[src/rtl/comp_pkg.sv]
// Shared types and constants for the compare-sweep controller.
package comp_pkg;

  localparam int CMP_W = 4;

  typedef enum logic [1:0] {
    IDLE = 2'd0,
    RUN  = 2'd1,
    DONE = 2'd2
  } sweep_state_t;

endpackage

[src/rtl/compdowncounter.sv]
// Loadable down-counter holding the current sweep index.
module compdowncounter
  import comp_pkg::*;
#(
  parameter int W = CMP_W
) (
  input  logic         clk,
  input  logic         rst,
  input  logic         load,
  input  logic [W-1:0] load_val,
  input  logic         dec,
  output logic [W-1:0] q
);

  localparam logic [W-1:0] ONE = W'(1);

  logic [W-1:0] r_q;

  // Load wins over decrement; the controller never asks for both at once.
  always_ff @(posedge clk) begin
    if (rst) begin
      r_q <= '0;
    end else if (load) begin
      r_q <= load_val;
    end else if (dec) begin
      r_q <= r_q - ONE;
    end
  end

  assign q = r_q;

endmodule

[src/rtl/comp_sweeper.sv]
// Sweep controller: walks an index from start_idx down to 1, issuing one
// handshaked compare per index and counting how many compares swapped.
module comp_sweeper
  import comp_pkg::*;
#(
  parameter int W = CMP_W
) (
  input  logic         clk,
  input  logic         rst,
  input  logic         start,
  input  logic [W-1:0] start_idx,
  input  logic         abort,
  output logic         cmp_valid,
  input  logic         cmp_ready,
  input  logic         cmp_swap,
  output logic [W-1:0] cmp_idx,
  output logic         busy,
  output logic         done,
  output logic [W-1:0] swaps,
  output logic         tc
);

  localparam logic [W-1:0] IDX_ONE = W'(1);
  localparam logic [W-1:0] SAT_MAX = '1;

  function automatic logic [W-1:0] sat_inc(input logic [W-1:0] v);
    return (v == SAT_MAX) ? v : v + IDX_ONE;
  endfunction

  sweep_state_t r_state;
  logic         r_cmp_valid;
  logic         r_busy;
  logic         r_done;
  logic [W-1:0] r_swaps;

  logic [W-1:0] w_cmp_idx;
  logic         w_hs;
  logic         w_last;
  logic         w_load;
  logic         w_dec;

  // r_cmp_valid is only ever set while in RUN, so it qualifies the handshake.
  assign w_hs   = r_cmp_valid & cmp_ready;
  assign w_last = (w_cmp_idx == IDX_ONE);
  assign w_load = (r_state == IDLE) & start & (start_idx != '0);
  assign w_dec  = (r_state == RUN) & w_hs & ~abort & ~w_last;

  compdowncounter #(
    .W (W)
  ) u_idx (
    .clk      (clk),
    .rst      (rst),
    .load     (w_load),
    .load_val (start_idx),
    .dec      (w_dec),
    .q        (w_cmp_idx)
  );

  always_ff @(posedge clk) begin
    if (rst) begin
      r_state     <= IDLE;
      r_cmp_valid <= 1'b0;
      r_busy      <= 1'b0;
      r_done      <= 1'b0;
      r_swaps     <= '0;
    end else begin
      case (r_state)
        IDLE: begin
          r_done <= 1'b0;
          if (start) begin
            r_swaps <= '0;
            r_busy  <= 1'b1;
            if (start_idx != '0) begin
              r_state     <= RUN;
              r_cmp_valid <= 1'b1;
            end else begin
              // Empty sweep: report completion without issuing a compare.
              r_state <= DONE;
              r_done  <= 1'b1;
            end
          end
        end
        RUN: begin
          if (w_hs && cmp_swap) begin
            r_swaps <= sat_inc(r_swaps);
          end
          if (abort || (w_hs && w_last)) begin
            r_state     <= DONE;
            r_cmp_valid <= 1'b0;
            r_done      <= 1'b1;
          end
        end
        DONE: begin
          r_state <= IDLE;
          r_done  <= 1'b0;
          r_busy  <= 1'b0;
        end
        default: begin
          r_state     <= IDLE;
          r_cmp_valid <= 1'b0;
          r_done      <= 1'b0;
          r_busy      <= 1'b0;
        end
      endcase
    end
  end

  assign cmp_valid = r_cmp_valid;
  assign cmp_idx   = w_cmp_idx;
  assign busy      = r_busy;
  assign done      = r_done;
  assign swaps     = r_swaps;
  assign tc        = (w_cmp_idx <= IDX_ONE);

endmodule

[config.mk]
export PLATFORM = sky130hd
export DESIGN_NAME = comp_sweeper
export DESIGN_NICKNAME = d
export VERILOG_FILES = /design/src/rtl/comp_pkg.sv /design/src/rtl/compdowncounter.sv /design/src/rtl/comp_sweeper.sv
export SDC_FILE = /design/constraint.sdc
export NUM_CORES = 1
export LEC_CHECK = 0
export CAP_MARGIN = 20
export CORE_MARGIN = 4
export CORE_UTILIZATION = 48
export DETAILED_ROUTE_END_ITERATION = 10
export PLACE_DENSITY = 0.81
export SLEW_MARGIN = 5
export SYNTH_ARGS = -nofsm -noshare
export SYNTH_HDL_FRONTEND = slang
export SYNTH_SLANG_ARGS = --single-unit
[constraint.sdc]
create_clock -name clk -period 2.8 [get_ports clk]
set_clock_uncertainty 0.1 [all_clocks]
set_input_delay 0.84 -clock clk [delete_from_list [all_inputs] [get_ports clk]]
set_output_delay 0.84 -clock clk [all_outputs]
set_load 0.02 [all_outputs]
==> flow_metrics.py <==
metrics = {
    "placed_design": {
        "gp_congestion": 0.819,
        "place_hpwl_um": 1340,
        "io_buffer_count": 21,
    },
    "timing": {
        "post-route-min-period_ns": 2.35,
        "fmax_ghz": 0.426,
        "fin_setup_tns_ns": 0,
        "fin_crit_sh_pct": 83.9,
        "slew_violations": 0,
        "slew-limit-headroom_pct": 64.3,
        "finalSetupViolations": 0,
        "hold_viol_final": 0,
        "tightest_slew_ns": 0.534,
        "fin_hold_ws_ns": 0.396,
        "rsz0062_at_grt": "false",
    },
    "logic_synthesis": {
        "synth_top_area_share_pct": 35.9,
        "netlist_area_um2": 724,
        "ys_ff_latch": 13,
        "postSynthCellCount": 80,
        "synth_ff_type": "dfxtp_1",
        "synth_seq_area_share_pct": 35.9,
        "yosys.cell_types.count": 33,
        "synth_top_area_cell": "dfxtp_1",
        "syn_nets": 93,
        "yosysWarnings": 0,
        "synth_edf_count": 0,
        "postSynthAreaPerCell_um2": 9.06,
        "synthTopCellsByArea": "dfxtp_1 (36%), ha_1 (5.2%), nor3b_4 (5.2%)",
        "synth-async-reset-ratio_pct": 0,
    },
    "clock_network": {
        "cts_buffer_depth": 2,
        "cts_hold_buf": 0,
        "cts_setup_buffers": 0,
        "cts.sinks": 13,
        "worst_skew_pair.late_latency_ns": 0.27,
        "cts_resized": 0,
        "cts_tree": "built",
        "clock-root-buffer": "clkbuf_4",
        "clk_pin_slew_ns": 0.08,
        "cts_made_buffers": 3,
        "htree_levels": 1,
    },
    "route": {
        "routed_wl_um": 1660,
        "wl_met3_um": 108,
        "wl_met1_um": 724,
        "vias": 706,
        "via_per_inst": 5.88,
        "drc": 0,
        "first_iter_violations": 10,
        "drt-wirelength-per-cell_um": 13.8,
        "firstDrtPassIters": 4,
        "routed.top_layer": "met4",
        "ant_nets": 0,
        "wl_met2_um": 816,
    },
    "worst_setup_path": {
        "rrSetupSlack_ns": 0.88,
        "critical_path_class": "flop to output pin",
        "end_kind": "output pin",
        "critPathRequiredTime_ns": 1.86,
        "crit_path_max_fanout": 6,
        "worstSetupStartpoint": "u_idx.q[0]",
        "reg2regPathDepth": 5,
        "startpoint_type": "flop",
        "arrival_ns": 1.41,
        "worstReg2RegStart": "u_idx.q[0]",
    },
    "global_route": {
        "globalRouteOverflowTotal": 0,
        "first_global_vias": 698,
        "grt_use_total_pct": 18.3,
        "grt_max_degree": 15,
        "antenna_found_initial": 0,
        "grt_pass1_wl_um": 2870,
    },
    "worst_hold_path": {
        "hold_path.class": "flop to flop",
        "min_delay_path_depth": 2,
        "min_from": "swaps[1]",
    },
    "power": {
        "ir_drop_v": 0.000342,
        "power_density_nw_per_um2": 466,
        "power_leakage_nw": 0.383,
    },
    "cells_and_area": {
        "layout_common_cells": "clkdlybuf4s50_1 (20), dfxtp_1 (13), nor2_1 (8)",
        "area_delta_synth_final_pct": 36.3,
        "nNetsFinal": 119,
        "drive_gt1_share_pct": 11.4,
        "diodes": 0,
        "layout_commonest_cell": "clkdlybuf4s50_1",
    },
    "floorplanning": {
        "dieArea_um2": 2190,
        "fp-row-count": 13,
        "core_um2": 1370,
        "start_util_pct": 53.0,
        "io-pin-count": 22,
        "fp.dieW_um": 46.9,
        "die_h_um": 46.9,
    },
    "outcome": {
        "status": "finished, final reports clean",
    },
    "run": {
        "maxCapViolations": 0,
    },
}
==> per-layer routing <==
layer	GRT usage [%]	vias up
li1	-	348
met1	20.6	334
met2	32.2	21
met3	6.51	3
met4	5.52	0
met5	0	-
==> report_power, final <==
group / total [mW] / internal [mW] / switching, mW
Clock: 0.115 / 0.0530 / 0.0621
Combinational: 0.132 / 0.0661 / 0.0658
Sequential: 0.213 / 0.198 / 0.0158
==> cells in the mapped netlist (2+ instances only) <==
cell and number:
ha_1 3, nand4_1 3, inv_1 4, nand2_1 4, a21oi_1 5, nor2_1 8, o21ai_1 2, dfxtp_1 13
a211oi_1 2, and3_1 2, nor3b_4 2, nand3_1 2, nand3b_1 2, mux2i_1 3, nor3_1 7
==> registers in the layout, indices dropped and copies added (netlist names) <==
name / flops
r_state: 2
cmp_valid: 1
busy: 1
swaps: 4
u_idx.q: 4
done: 1
==> through the flow <==
stage / cells / instance area, um^2 / setup WS, ns / util [%] / total power, mW
global route: 120 / 987 / 0.363 / 72.3 / 0.490
CTS: 120 / 985 / 0.0365 / 72.1 / 0.467
floorplan: 80 / 724 / 0.622 / - / 0.291
detailed placement: 116 / 957 / 0.286 / 70.1 / 0.351
finish: 120 / 987 / 0.452 / 72.3 / 0.460
global placement: 116 / 957 / 0.301 / 70.1 / 0.347
==> cell type report <==
class                   instances  area, um^2
fillers                       120         379
clock buffers                   3        22.5
inverters                       4        15.0
flip-flops and latches         13         260
clock inverters                 1        5.00
well taps                      15        18.8
multi-input cells              62         445
repair buffers                 22         220
==> worst paths after layout <==
kind                to
max                 tc
min           swaps[1]
max reg2reg  cmp_valid
min reg2reg   swaps[1]
==> cell families after synthesis <==
group                      Yosys count  synth area share [%]
AOI/OAI and AO/OA                   16                  17.4
xor gates and xnor gates             1                  1.21
DFF                                 13                  35.9
muxes                                3                  4.15
adders and majority gates            3                  5.18
buffers and inverters                5                  2.59
and+or+nand+nor                     39                  33.5
==> critical path, cell delays in order, from the launching register on <==
cell            delay [ns]
dfxtp_1               0.44
ha_1                  0.24
nor2_1                0.07
nor3_1                0.13
dlymetal6s2s_1        0.25
Power figures use the tool's default switching activity.
